`config.mk`:
```
export PLATFORM = sky130hd
export DESIGN_NAME = freq_meter
export DESIGN_NICKNAME = d
export VERILOG_FILES = /design/src/rtl/freq_meter.sv
export SDC_FILE = /design/constraint.sdc
export NUM_CORES = 1
export LEC_CHECK = 0
export BUFFER_PORTS_ARGS = -buffer_cell sky130_fd_sc_hd__buf_2
export CAP_MARGIN = 40
export CORE_MARGIN = 2
export CORE_UTILIZATION = 45
export CTS_BUF_LIST = sky130_fd_sc_hd__clkbuf_2 sky130_fd_sc_hd__clkbuf_4 sky130_fd_sc_hd__clkbuf_8
export DETAILED_ROUTE_END_ITERATION = 7
export GPL_ROUTABILITY_DRIVEN = 0
export PLACE_DENSITY = 0.66
export SYNTH_ARGS = -nofsm -noshare
export SYNTH_HDL_FRONTEND = slang
export SYNTH_SLANG_ARGS = --single-unit
```
`constraint.sdc`:
```
create_clock -name CLOCK_50 -period 6.2 [get_ports CLOCK_50]
set_input_delay 0.62 -clock CLOCK_50 [delete_from_list [all_inputs] [get_ports CLOCK_50]]
set_output_delay 0.62 -clock CLOCK_50 [all_outputs]
set_load 0.1 [all_outputs]
```
`src/rtl/freq_meter.sv`:
```
// freq_meter: gated rising-edge counter / period timer for an asynchronous GPIO input, result on LEDR.
module freq_meter #(
  parameter int GATE_CYCLES = 50_000_000,
  parameter int PERIOD_DIV  = 10_000,
  parameter int CNT_W       = 10
) (
  input  logic             CLOCK_50,
  input  logic [0:0]       KEY,
  input  logic [3:3]       GPIO,
  input  logic [0:0]       SW,
  output logic [CNT_W-1:0] LEDR
);
  localparam int GW = $clog2(GATE_CYCLES);
  localparam int PW = $clog2(PERIOD_DIV);
  localparam logic [CNT_W-1:0] MAX = '1;
  typedef enum logic [1:0] {RESTART, FREQ_GATE, PER_WAIT, PER_MEAS} state_t;
  state_t state, state_nx;
  logic s1, s2, s3, m1, mode_s, mode_p;
  logic rise, mode_chg, gate_end, pre_wrap;
  logic [GW-1:0] gate_cnt;
  logic [PW-1:0] pre_cnt;
  logic [CNT_W-1:0] edge_cnt, unit_cnt, edge_inc, unit_inc;
  assign rise     = s2 & ~s3;
  assign mode_chg = mode_s ^ mode_p;
  assign gate_end = gate_cnt == GW'(GATE_CYCLES - 1);
  assign pre_wrap = pre_cnt == PW'(PERIOD_DIV - 1);
  assign edge_inc = edge_cnt + CNT_W'(rise && edge_cnt != MAX);
  // the rise cycle's own prescaler tick is included so the result is floor(period/PERIOD_DIV)
  assign unit_inc = unit_cnt + CNT_W'(pre_wrap && unit_cnt != MAX);
  always_comb begin
    state_nx = mode_chg ? RESTART :
               state == RESTART ? (mode_s ? PER_WAIT : FREQ_GATE) :
               (state == PER_WAIT && rise) ? PER_MEAS : state;
  end
  always_ff @(posedge CLOCK_50) begin
    if (!KEY[0]) begin
      {s1, s2, s3, m1, mode_s, mode_p} <= '0;
      state <= RESTART;
    end else begin
      s1     <= GPIO[3];
      s2     <= s1;
      s3     <= s2;
      m1     <= SW[0];
      mode_s <= m1;
      mode_p <= mode_s;
      state  <= state_nx;
    end
  end
  always_ff @(posedge CLOCK_50) begin
    if (!KEY[0]) begin
      LEDR     <= '0;
      edge_cnt <= '0;
      unit_cnt <= '0;
      gate_cnt <= '0;
      pre_cnt  <= '0;
    end else if (mode_chg || state == RESTART || state == PER_WAIT) begin
      edge_cnt <= '0;
      unit_cnt <= '0;
      gate_cnt <= '0;
      pre_cnt  <= '0;
    end else if (state == FREQ_GATE) begin
      gate_cnt <= gate_end ? '0 : gate_cnt + GW'(1);
      edge_cnt <= gate_end ? '0 : edge_inc;
      if (gate_end) LEDR <= edge_inc;
    end else begin
      pre_cnt  <= (rise || pre_wrap) ? '0 : pre_cnt + PW'(1);
      unit_cnt <= rise ? '0 : unit_inc;
      if (rise) LEDR <= unit_inc;
      else if (unit_inc == MAX && unit_cnt != MAX) LEDR <= MAX;
    end
  end
endmodule

```
Word-level counts from Yosys, hierarchy flattened
Index checks and enable logic that the tools add are counted.

Multiplexer cells: 11. Reduce and logical (&&, ||, !) cells: 13. Bitwise gates (word level): 5. Eq/ne operators: 8. Add/subtract/negate cells: 4.

Operators with widths (count): 10-bit two-way mux (6); 26-bit by 1-bit adder with 26-bit output (second input constant) (1); 26-bit equality test (second input constant) (1); 26-bit two-way mux (1); 10-bit by 1-bit adder with 10-bit output (2); 10-bit inequality test (second input constant) (2); 14-bit by 1-bit adder with 14-bit output (second input constant) (1); 14-bit equality test (second input constant) (1); 14-bit two-way mux (1); 10-bit equality test (second input constant) (1); 2-bit two-way mux (3); 1-bit logical AND (4); 2-bit OR reduction (2); 1-bit logical OR (3); 1-bit NOT (3); 3-bit AND reduction (1); 3-bit nonzero test (1); 2-bit by 1-bit equality test with 1-bit output (second input constant) (1); 2-bit equality test (second input constant) (1); 2-bit zero test (1); 2-bit inequality test (second input constant) (1); 2-bit nonzero test (1); 1-bit AND (1); 1-bit XOR (1).

Register bits after elaboration: 78. Logic and storage cells: 53.

Depth between registers and ports, before layout
Gate-level depths: netlist of the first run.

Depth in word-level cells: 8. Depth in mapped cells: 13. Mapped depth without buffers: 12.

Least setup slack after synthesis of the first run
No wires, ideal clock.

Path kind: reg2reg. Start point: register pre_cnt[11]. End point: register LEDR[7]. Data arrival time: 3.609 ns. Cell stages (with the launch flop): 12. Path slack: 2.470 ns. Setup time: 0.121 ns. Data required time: 6.079 ns. Clock period less this slack: 3.730 ns. Path through: dfxtp_1 or4bb_1 or4_1 a31oi_1 ha_1 ha_1 nand2_1 nor4b_1 a211oi_1 or4_4 a211oi_4 mux2_4.

Cells in the longest elaborated chain, start to end: 7. Elaborated cells on any way between the ends: 9. Classes of those cells: add/sub: 1; eq/ne: 2; mux: 2; reduce/logical: 4.

Ends and longest elaborated chain: start: declaration (line 21) `logic [PW-1:0] pre_cnt;`; start signal: assignment (line 66) `pre_cnt <= (rise || pre_wrap) ? '0 : pre_cnt + PW'(1);`; 14-bit equality test (*) (line 26) `assign pre_wrap = pre_cnt == PW'(PERIOD_DIV - 1);`; 1-bit logical AND (*) (line 29) `assign unit_inc = unit_cnt + CNT_W'(pre_wrap && unit_cnt != MAX);`; 10-bit by 1-bit adder with 10-bit output (*) (line 29); 10-bit equality test (line 69) `else if (unit_inc == MAX && unit_cnt != MAX) LEDR <= MAX;`; 1-bit logical AND (line 69); 3-bit nonzero test (no source line); 3-bit AND reduction (no source line); end signal: assignment (line 64) `if (gate_end) LEDR <= edge_inc;`; end signal: assignment (line 68) `if (rise) LEDR <= unit_inc;`; end: declaration (line 11) `output logic [CNT_W-1:0] LEDR`.

Every way passes the cells marked *; elsewhere a longest branch is shown, timed or not. A chain may end at the register's enable or synchronous reset.

Final worst setup path of the first run
Ends and elaborated chain as after synthesis.

==> impl_metrics.py, run 1 <==
metrics = {
    "run_status": {
        "outcome": "finished, final reports clean",
    },
    "floorplan": {
        "die-area_um2": 9450,
        "fp-row-count": 34,
        "die_w_um": 97.2,
        "die_h_um": 97.2,
        "io_pins": 14,
        "start_util_pct": 45.7,
        "coreArea_um2": 8550,
    },
    "synthesis": {
        "ys_async_sr_fraction_pct": 0,
        "netlist_instances": 472,
        "synth_edf_count": 0,
        "netlist-cell-type-count": 51,
        "syn_nets": 482,
        "syn_area_um2": 3910,
        "yosys_register_bits": 78,
        "synth_ff_type": "dfxtp_1",
        "syn_avg_cell_area_um2": 8.28,
        "ys_seq_area_share_pct": 39.9,
        "ys_warn_count": 0,
    },
    "finish": {
        "nets": 488,
        "finish.utilization_pct": 50.4,
        "fill_cells": 836,
        "drive_above_1_share_pct": 10.4,
        "diodes": 0,
        "stdcell_area_um2": 4310,
        "area_growth_syn_to_layout_pct": 10.1,
        "finalNonFillerCells": 591,
    },
    "power": {
        "power_uw": 1070,
        "p_leak_uw": 0.00145,
        "vdd_drop_max_uv": 90.9,
        "power_density_nw_per_um2": 248,
    },
    "clock_network": {
        "clk_pin_slew_worst_paths_ns": 0.08,
        "cts_tree": "done",
        "post_cts_resized": 0,
        "worstSkewPairLatency_ns": 0.35,
        "cts.path.max_buffers": 2,
        "clock-sinks": 78,
        "cts_hold_buf": 0,
        "post_cts_buffers": 0,
        "clockRootBuffer": "clkbuf_8",
        "h-tree-depth": 3,
        "cts_inserted_buffers": 9,
    },
    "sta": {
        "tightest_slew_ns": 0.897,
        "setup_viol": 0,
        "rsz0062_at_grt": "false",
        "slew_headroom_pct": 39.7,
        "slew_viol_final": 0,
        "finClkSkew_ns": 0.0121,
        "hold_viol": 0,
        "min_period_over_period_pct": 65.2,
        "min_period_ns": 4.05,
        "max_freq_ghz": 0.247,
        "finalSetupTns_ns": 0,
    },
    "grt": {
        "grtUsageTotal_pct": 19.0,
        "antenna_found_initial": 0,
        "grt_pass1_vias": 3258,
        "grt_pass1_wl_mm": 14.9,
        "grt_overflow": 0,
        "grt_start_max_net_pins": 28,
    },
    "worst_hold_path": {
        "hp-class": "flop to flop",
    },
    "worst_setup_path": {
        "cp_common_cell": "ha_1",
        "critPathKind": "flop to flop",
        "crit_required_ns": 6.45,
        "cp.arrival_ns": 4.29,
        "critical_path_peak_fanout": 10,
        "crit_family": "simple AND/OR/NAND/NOR gates",
        "cp.buffers_inverters": 0,
        "max_stage_delay_ns": 0.57,
        "slowest_stage": "or4_1",
        "crit_path_start_kind": "flop",
        "worstPathCellList": "or4bb_1, or4_1, a31oi_1, ha_1, ha_1, nand2_1, nor4b_1, a211oi_1, or4_4, a211oi_4, mux2_4",
        "crit_path_end_kind": "flop",
    },
    "drt": {
        "drc": 0,
        "drt_wl_total_mm": 8.61,
        "vias_per_cell": 5.62,
        "postRouteAntennaNets": 0,
        "dr_total_vias": 3320,
        "drt-pass1-iter-count": 4,
        "wl_per_cell_um": 14.6,
        "dr.first_iter.drc_count": 129,
    },
    "placed_design": {
        "place_inst": 575,
        "dp_hpwl_mm": 5.88,
        "port_buffers": 13,
        "placed_area_um2": 4050,
    },
    "job": {
        "max_cap_viol_count": 0,
    },
}
## worst reg2reg max path, stage by stage, from the launching register on
cell      delay (ns)
dfxtp_1         0.33
or4bb_1         0.49
or4_1           0.57
a31oi_1         0.18
ha_1            0.27
ha_1            0.31
nand2_1         0.08
nor4b_1         0.25
a211oi_1        0.10
or4_4           0.54
a211oi_4        0.49
mux2_4          0.34
## metal layers
metal / part of all wire (%) / track usage (%) / wire length (um) / vias up
met1: 49 / 24.5 / 4240 / 1564
met3: 3.3 / 3.09 / 281 / 18
met4: 2.7 / 9.62 / 233 / 0
met5: 0 / 0 / 0 / -
met2: 45 / 30.7 / 3850 / 60
li1: - / - / - / 1678
## cell type report
class / count / area, um^2 / area share (%)
tap: 108 / 135 / 3.14
multi-input combinational: 365 / 2220 / 51.6
inverter: 6 / 22.5 / 0.523
sequential: 78 / 1560 / 36.3
timing repair buffer: 18 / 110 / 2.56
clock inverter: 3 / 90.1 / 2.09
clock buffer: 13 / 166 / 3.86
## stage by stage
stage,hold WS (ns),setup WS (ns)
final,0.437,2.15
after global routing,0.470,1.93
after CTS,0.435,2.17
after detailed placement,0.418,2.18
after global placement,0.423,2.25
after floorplan,0.412,2.47
## worst paths after layout
| path | startpoint | to | slack (ns) | depth (start not counted) |
|---|---|---|---|---|
| worst max register to register | pre_cnt[11]$_SDFFE_PP0N_ | LEDR[7]$_SDFFE_PN0P_ | 2.15 | 11 |
| worst max-delay path | pre_cnt[11]$_SDFFE_PP0N_ | LEDR[7]$_SDFFE_PN0P_ | 2.15 | 11 |
| worst min-delay path | s1$_SDFF_PN0_ | s2$_SDFF_PN0_ | 0.44 | 1 |
| worst min register to register | s1$_SDFF_PN0_ | s2$_SDFF_PN0_ | 0.44 | 1 |
## Yosys cell counts, drive strengths merged (2+ instances only)
cell type	n	share of area (%)
clkbuf	15	1.4
dfxtp	78	40
o21ai	20	2.6
a21o	2	0.38
buf	8	1.3
inv	6	0.58
ha	6	1.9
and2	10	1.6
nand2b	2	0.32
o221a	8	2.3
and4	4	0.90
nor4	5	0.96
or3	8	1.3
nor2b	3	0.48
o31a	2	0.45
or4	5	1.1
a21oi	24	3.1
nor3	13	1.7
nand4	17	2.9
and3	8	1.3
a32oi	2	0.45
nor4b	2	0.45
a211oi	3	0.90
nand3b	4	0.77
a31oi	4	0.64
nand2	39	3.7
nand3	24	3.4
nor2	79	7.6
xnor2	22	4.9
xor2	28	6.3
a22oi	8	1.5
## cells by family after synthesis
group / synth area share, %
AOI/OAI and AO/OA: 13.5
xor gates and xnor gates: 11.2
adders and majority gates: 1.92
buffers and inverters: 3.33
DFF: 39.9
muxes: 0.640
and+or+nand+nor: 29.4
## cell usage in the layout (no fill, tap or decap), drive strengths merged, types with 2 or more instances in the layout
master / Yosys / layout
nor2: 79 / 79
or3: 8 / 8
buf: 8 / 18
and2: 10 / 10
inv: 6 / 6
dfxtp: 78 / 78
xor2: 28 / 28
a21o: 2 / 2
o21ai: 20 / 20
nand2: 39 / 39
nor2b: 3 / 3
o221a: 8 / 8
ha: 6 / 6
or4: 5 / 5
a32oi: 2 / 2
o31a: 2 / 2
nand3b: 4 / 4
a21oi: 24 / 24
clkbuf: 15 / 13
and4: 4 / 4
xnor2: 22 / 22
nor4: 5 / 5
bufinv: 0 / 3
and3: 8 / 8
a211oi: 3 / 3
nor3: 13 / 13
nand2b: 2 / 2
a31oi: 4 / 4
nand3: 24 / 24
nor4b: 2 / 2
nand4: 17 / 17
a22oi: 8 / 8
## state kept, by name, summed over array words and instances, names as in the netlist
signal and flops:
mode_p 1, s1 1, s2 1, state 2, pre_cnt 14, s3 1, edge_cnt 10, LEDR 10
gate_cnt 26, m1 1, mode_s 1, unit_cnt 10
## power breakdown
part | switching [uW] | leakage, uW | internal, uW
sequential | 3.85 | 0.000630 | 506
clock | 182 | 0.000131 | 299
combinational | 57.6 | 0.000685 | 19.0
Power figures use the tool's default switching activity.
==> inputs of run 2 (changes only) <==
--- a/config.mk
+++ b/config.mk
@@ -12,7 +12,7 @@
 export CTS_BUF_LIST = sky130_fd_sc_hd__clkbuf_2 sky130_fd_sc_hd__clkbuf_4 sky130_fd_sc_hd__clkbuf_8
 export DETAILED_ROUTE_END_ITERATION = 7
 export GPL_ROUTABILITY_DRIVEN = 0
-export PLACE_DENSITY = 0.66
+export PLACE_DENSITY = 0.68
 export SYNTH_ARGS = -nofsm -noshare
 export SYNTH_HDL_FRONTEND = slang
 export SYNTH_SLANG_ARGS = --single-unit
==> constraint.sdc (replaced) <==
create_clock -name CLOCK_50 -period 3.25 [get_ports CLOCK_50]
set_input_delay 0.325 -clock CLOCK_50 [delete_from_list [all_inputs] [get_ports CLOCK_50]]
set_output_delay 0.325 -clock CLOCK_50 [all_outputs]
set_load 0.1 [all_outputs]
==> run 2 against run 1 <==
The run now ends with setup timing left. Sequential power rose by 91%. Flip-flop and latch count did not move. First-iteration DRC count rose by 70%. Sequential share of layout area fell by 2.5 points. Hold slack got worse by 0.26 ns. Global-route usage rose by 2.0 points. Final area rose by 7.8%. Worst setup slack got worse by 2.4 ns. Register-to-register slack got worse by 2.4 ns. Combinational power rose by 100%. Non-clock buffer count rose by 37. Die area did not move. Largest power group unchanged.
==> impl_metrics.py, run 2 (synthesized netlist as in run 1, its figures left out) <==
metrics = {
    "run_status": {
        "outcome": "finished, violations left",
        "violations": "setup timing",
    },
    "finish": {
        "multi_input_area_um2": 2280,
        "drive_above_1_share_pct": 18.8,
        "top_regs": "gate_cnt: 26 flops, pre_cnt: 14 flops",
        "fill_cells": 780,
        "nets": 525,
        "layout_common_cells": "nor2_1, dfxtp_1, buf_4",
        "seq_area_um2": 1570,
        "finish.utilization_pct": 54.3,
        "diodes": 0,
        "final_common_cell": "nor2_1",
        "finalNonFillerCells": 628,
        "area_growth_syn_to_layout_pct": 18.8,
        "largest_reg_flops": 26,
        "largest-register": "gate_cnt",
    },
    "worst_setup_path": {
        "slowest_stage": "or4_4",
        "critical_path_peak_fanout": 5,
        "crit_path_end_kind": "flop",
        "crit_path_start_kind": "flop",
        "reg2reg_from": "pre_cnt[11]$_SDFFE_PP0N_",
        "r2r-end": "LEDR[7]$_SDFFE_PN0P_",
        "max_stage_delay_ns": 0.54,
        "rrSetupSlack_ns": -0.23,
        "crit_required_ns": 3.50,
        "cp.arrival_ns": 3.73,
        "critPathKind": "flop to flop",
        "worstPathCellList": "or4bb_1, or4_4, a31oi_4, ha_4, ha_4, xor2_2, nand4_1, or4_4, a211oi_4, mux2_4",
        "rr_worst_depth": 10,
    },
    "drt": {
        "wl_per_cell_um": 15.1,
        "drc": 0,
        "drt_wl_total_mm": 9.45,
        "drt-pass1-iter-count": 5,
        "dr.first_iter.drc_count": 219,
        "postRouteAntennaNets": 0,
        "dr_total_vias": 3561,
        "vias_per_cell": 5.67,
    },
    "power": {
        "power_density_nw_per_um2": 440,
        "power_uw": 2040,
        "p_leak_uw": 0.00163,
        "vdd_drop_max_uv": 270,
    },
    "clock_network": {
        "h-tree-depth": 3,
        "clock-sinks": 78,
        "clockRootBuffer": "clkbuf_8",
        "cts_tree": "done",
        "cts_hold_buf": 0,
        "clk_pin_slew_worst_paths_ns": 0.09,
        "worstSkewPairLatency_ns": 0.35,
        "cts.path.max_buffers": 2,
        "cts_inserted_buffers": 9,
    },
    "sta": {
        "slew_viol_final": 0,
        "slew_headroom_pct": 43.7,
        "tightest_slew_ns": 0.837,
        "min_period_ns": 3.48,
        "setup_ws_ns": -0.232,
        "rsz0062_at_grt": "true",
        "setup_viol": 10,
        "finClkSkew_ns": 0.00744,
        "hold_viol": 0,
        "max_freq_ghz": 0.287,
        "min_period_over_period_pct": 107,
    },
    "job": {
        "max_cap_viol_count": 0,
    },
    "grt": {
        "grtUsageTotal_pct": 21.0,
        "antenna_found_initial": 0,
        "grt_overflow": 0,
        "grt_pass1_wl_mm": 16.3,
        "grt_pass1_vias": 3332,
        "grt_start_max_net_pins": 27,
    },
    "floorplan": {
        "die_w_um": 97.2,
        "die-area_um2": 9450,
        "die_h_um": 97.2,
        "fp-row-count": 34,
        "coreArea_um2": 8550,
        "io_pins": 14,
        "start_util_pct": 45.7,
    },
    "worst_hold_path": {
        "hp-class": "input pin to flop",
        "min_from": "SW",
        "holdPathEnd": "m1$_SDFF_PN0_",
        "min_path_cells": 2,
    },
    "placed_design": {
        "place_inst": 608,
        "port_buffers": 13,
        "dp_hpwl_mm": 6.48,
    },
}
==> run 2: per-layer routing <==
metal  up-vias  part of all wire (%)  global-route usage [%]
li1       1757                     -                       -
met1      1683                    49                    30.3
met2       109                    44                    30.9
met3        12                   5.1                    4.96
met4         0                   1.5                    7.05
met5         -                     0                       0
==> run 2: layout make-up <==
type	instances	area share [%]
Timing Repair Buffer	55	8.27
Multi-Input combinational cell	365	49.1
Sequential cell	78	33.7
Inverter	6	0.485
Tap cell	108	2.91
Clock buffer	10	2.96
Clock inverter	6	2.51
==> run 2: where the power goes <==
part / leakage, uW / internal [uW] / switching [uW]
logic: 0.000874 / 41.0 / 115
clock network: 0.000127 / 538 / 378
registers: 0.000632 / 965 / 7.51
==> run 2: worst max path at each step <==
stage	from	endpoint	slack [ns]	depth (start not counted)
after floorplan	pre_cnt[7]$_SDFFE_PP0N_	LEDR[7]$_SDFFE_PN0P_	-0.27	10
after global placement	pre_cnt[7]$_SDFFE_PP0N_	LEDR[6]$_SDFFE_PN0P_	-0.19	11
after detailed placement	pre_cnt[7]$_SDFFE_PP0N_	LEDR[5]$_SDFFE_PN0P_	-0.24	11
after CTS	pre_cnt[7]$_SDFFE_PP0N_	LEDR[9]$_SDFFE_PN0P_	-0.25	12
after global routing	pre_cnt[11]$_SDFFE_PP0N_	LEDR[7]$_SDFFE_PN0P_	-0.35	11
final	pre_cnt[11]$_SDFFE_PP0N_	LEDR[7]$_SDFFE_PN0P_	-0.23	10
==> run 2: timing repair <==
item / in CTS / in global routing
cloned: 0 / 1
setup endpoints to repair: 10 / 12
buffers inserted: 2 / 1
gates resized for setup: 4 / 5
pin swaps: 1 / 3
==> run 2: critical path, delay by kind of cell, from the launching register on <==
family	cells	cell delay, ns
xor gates and xnor gates	1	0.19
AOI/OAI and AO/OA	2	0.50
adders and majority gates	2	0.37
and+or+nand+nor	4	1.68
muxes	1	0.32
DFF	1	0.32
==> run 2: metrics by stage <==
| step | worst slack (ns) | setup TNS (ns) | instance area, um^2 | hold slack [ns] |
|---|---|---|---|---|
| 3_5_place_dp | -0.241 | -2.25 | 4320 | 0.427 |
| 3_3_place_gp | -0.187 | -1.78 | 4320 | 0.417 |
| 6_report | -0.232 | -2.09 | 4640 | 0.175 |
| 4_1_cts | -0.249 | -2.29 | 4600 | 0.162 |
| 5_1_grt | -0.350 | -3.28 | 4640 | 0.157 |
| 2_1_floorplan | -0.268 | -1.23 | 3940 | 0.412 |
==> inputs of run 3 (changes only) <==
--- a/config.mk
+++ b/config.mk
@@ -5,6 +5,7 @@
 export SDC_FILE = /design/constraint.sdc
 export NUM_CORES = 1
 export LEC_CHECK = 0
+export ABC_AREA = 1
 export BUFFER_PORTS_ARGS = -buffer_cell sky130_fd_sc_hd__buf_2
 export CAP_MARGIN = 40
 export CORE_MARGIN = 2
==> run 3 against run 2 <==
The run now ends clean. Worst setup slack better by 0.62 ns. Hold slack worse by 0.031 ns. Clock skew up 0.0053 ns. Via count up 7.2%. Total power down 1.6%. Fmax up 22%. Largest cell class unchanged. Highest routed layer unchanged.
==> impl_metrics.py, run 3 <==
metrics = {
    "drt": {
        "dr.first_iter.drc_count": 157,
        "postRouteAntennaNets": 0,
        "dr_total_vias": 3817,
        "drt_wl_total_mm": 8.92,
        "drt-pass1-iter-count": 7,
        "drc": 0,
        "vias_per_cell": 5.20,
        "wl_per_cell_um": 12.2,
    },
    "sta": {
        "slew_headroom_pct": 65.2,
        "hold_viol": 0,
        "max_freq_ghz": 0.350,
        "rsz0062_at_grt": "false",
        "min_period_ns": 2.86,
        "slew_viol_final": 0,
        "min_period_over_period_pct": 87.9,
        "setup_viol": 0,
        "tightest_slew_ns": 0.521,
        "finClkSkew_ns": 0.0127,
        "finalSetupTns_ns": 0,
    },
    "synthesis": {
        "syn_nets": 621,
        "ys_async_sr_fraction_pct": 0,
        "ys_warn_count": 0,
        "netlist-cell-type-count": 34,
        "ys_seq_area_share_pct": 38.1,
        "synth_most_common_cell": "nand2_1",
        "yosys_register_bits": 78,
        "yosysTopAreaCell": "dfxtp_1",
        "synth_ff_type": "dfxtp_1",
        "synth_common_cells": "nand2_1, dfxtp_1, nor2_1",
        "syn_avg_cell_area_um2": 6.70,
        "synth_edf_count": 0,
        "netlist_instances": 611,
        "syn_area_um2": 4090,
        "synth_area_leaders": "dfxtp_1, nand2_1, nor2_1, inv_1, a21oi_1",
        "synth_top_area_share_pct": 38.1,
    },
    "worst_hold_path": {
        "hp-class": "input pin to flop",
    },
    "finish": {
        "final_common_cell": "nand2_1",
        "drive_above_1_share_pct": 9.42,
        "fill_cells": 864,
        "diodes": 0,
        "multi_input_area_um2": 2140,
        "seq_area_um2": 1560,
        "nets": 631,
        "layout_common_cells": "nand2_1, dfxtp_1, nor2_1",
        "top_regs": "gate_cnt: 26 flops, pre_cnt: 14 flops",
        "largest_reg_flops": 26,
        "area_growth_syn_to_layout_pct": 8.74,
        "finalNonFillerCells": 734,
        "largest-register": "gate_cnt",
    },
    "clock_network": {
        "clockRootBuffer": "clkbuf_8",
        "cts_tree": "done",
        "clk_pin_slew_worst_paths_ns": 0.09,
        "cts_hold_buf": 0,
        "cts_inserted_buffers": 9,
        "h-tree-depth": 3,
        "worstSkewPairLatency_ns": 0.35,
        "clock-sinks": 78,
        "cts.path.max_buffers": 2,
    },
    "floorplan": {
        "die-area_um2": 9880,
        "die_w_um": 99.4,
        "start_util_pct": 46.7,
        "fp-row-count": 34,
        "io_pins": 14,
        "die_h_um": 99.4,
        "coreArea_um2": 8760,
    },
    "worst_setup_path": {
        "critPathKind": "flop to flop",
        "crit_required_ns": 3.55,
        "slowest_stage": "dfxtp_1",
        "critical_path_peak_fanout": 14,
        "max_stage_delay_ns": 0.37,
        "crit_path_end_kind": "flop",
        "crit_path_start_kind": "flop",
        "cp_common_cell": "nand2_1",
        "worstPathCellList": "ha_1, nand3_1, nor4_2, and2_1, ha_1, ha_1, nand2_1, nor2_2, nand2_1, nand2_1, nand3_1, nor2_1, nand2_1, nand2_2, nand2_1, nand2_1, nand2_1, nor2_1",
        "cp.arrival_ns": 3.16,
        "cp.buffers_inverters": 0,
        "crit_family": "simple AND/OR/NAND/NOR gates",
    },
    "grt": {
        "grt_start_max_net_pins": 49,
        "grt_pass1_wl_mm": 15.7,
        "grtUsageTotal_pct": 19.2,
        "antenna_found_initial": 0,
        "grt_overflow": 0,
        "grt_pass1_vias": 3611,
    },
    "placed_design": {
        "place_inst": 718,
        "port_buffers": 13,
        "dp_hpwl_mm": 6.27,
    },
    "power": {
        "vdd_drop_max_uv": 243,
        "power_density_nw_per_um2": 452,
        "p_leak_uw": 0.00172,
    },
    "run_status": {
        "outcome": "finished, final reports clean",
    },
    "job": {
        "max_cap_viol_count": 0,
    },
}
[run 3: layer usage]
layer  GRT usage, %  wire length [um]  part of all wire (%)  vias to the layer above
met5              0                 0                     0                        -
met1           25.3              4550                    51                     1740
met3           4.29               336                   3.8                       12
met4           5.80               132                   1.5                        0
li1               -                 -                     -                     1988
met2           31.4              3910                    44                       77
[run 3: through the flow]
| step | total power (uW) | util [%] | area (um^2) | worst slack [ns] | hold WS, ns |
|---|---|---|---|---|---|
| after floorplan | 1170 | - | 4090 | 0.781 | 0.390 |
| after global routing | 2100 | 50.8 | 4450 | 0.0295 | 0.144 |
| final | 2010 | 50.8 | 4450 | 0.392 | 0.144 |
| after CTS | 2040 | 50.7 | 4450 | 0.359 | 0.132 |
| after global placement | 1200 | 48.1 | 4210 | 0.538 | 0.406 |
| after detailed placement | 1200 | 48.1 | 4210 | 0.373 | 0.403 |
[run 3: worst min-delay path, stage by stage]
cell and delay, ns:
buf_2 0.07, nand2_1 0.04, inv_1 0.04
[run 3: cell type report]
class | count | area share [%]
Timing Repair Buffer | 16 | 1.97
Sequential cell | 78 | 35.1
Clock buffer | 10 | 3.09
Inverter | 78 | 6.58
Multi-Input combinational cell | 438 | 48.1
Tap cell | 108 | 3.04
Clock inverter | 6 | 2.11
[run 3: timing repair]
| action | CTS | global route |
|---|---|---|
| setup endpoints to repair | 0 | 1 |
| setup buffers | 0 | 0 |
| resized for setup | 0 | 1 |
[run 3: cell families after synthesis]
family                     Yosys count  share of synthesized area, %
AOI/OAI and AO/OA                   79                          10.4
DFF                                 78                          38.1
buffers and inverters               95                          9.66
adders and majority gates            6                          1.83
and+or+nand+nor                    339                          37.0
xor gates and xnor gates            14                          3.00
[run 3: final timing paths]
path | from | to | slack [ns] | cells after the start
setup / recovery | pre_cnt[0]$_SDFFE_PP0N_ | LEDR[9]$_SDFFE_PN0P_ | 0.39 | 18
setup reg to reg | pre_cnt[0]$_SDFFE_PP0N_ | LEDR[9]$_SDFFE_PN0P_ | 0.39 | 18
hold / removal | GPIO | s1$_SDFF_PN0_ | 0.14 | 3
hold reg to reg | s1$_SDFF_PN0_ | s2$_SDFF_PN0_ | 0.42 | 2
[run 3: where the power goes]
part	switching (uW)	total, uW	internal (uW)
clock	374	832	459
sequential	8.66	979	970
combinational	161	201	39.9
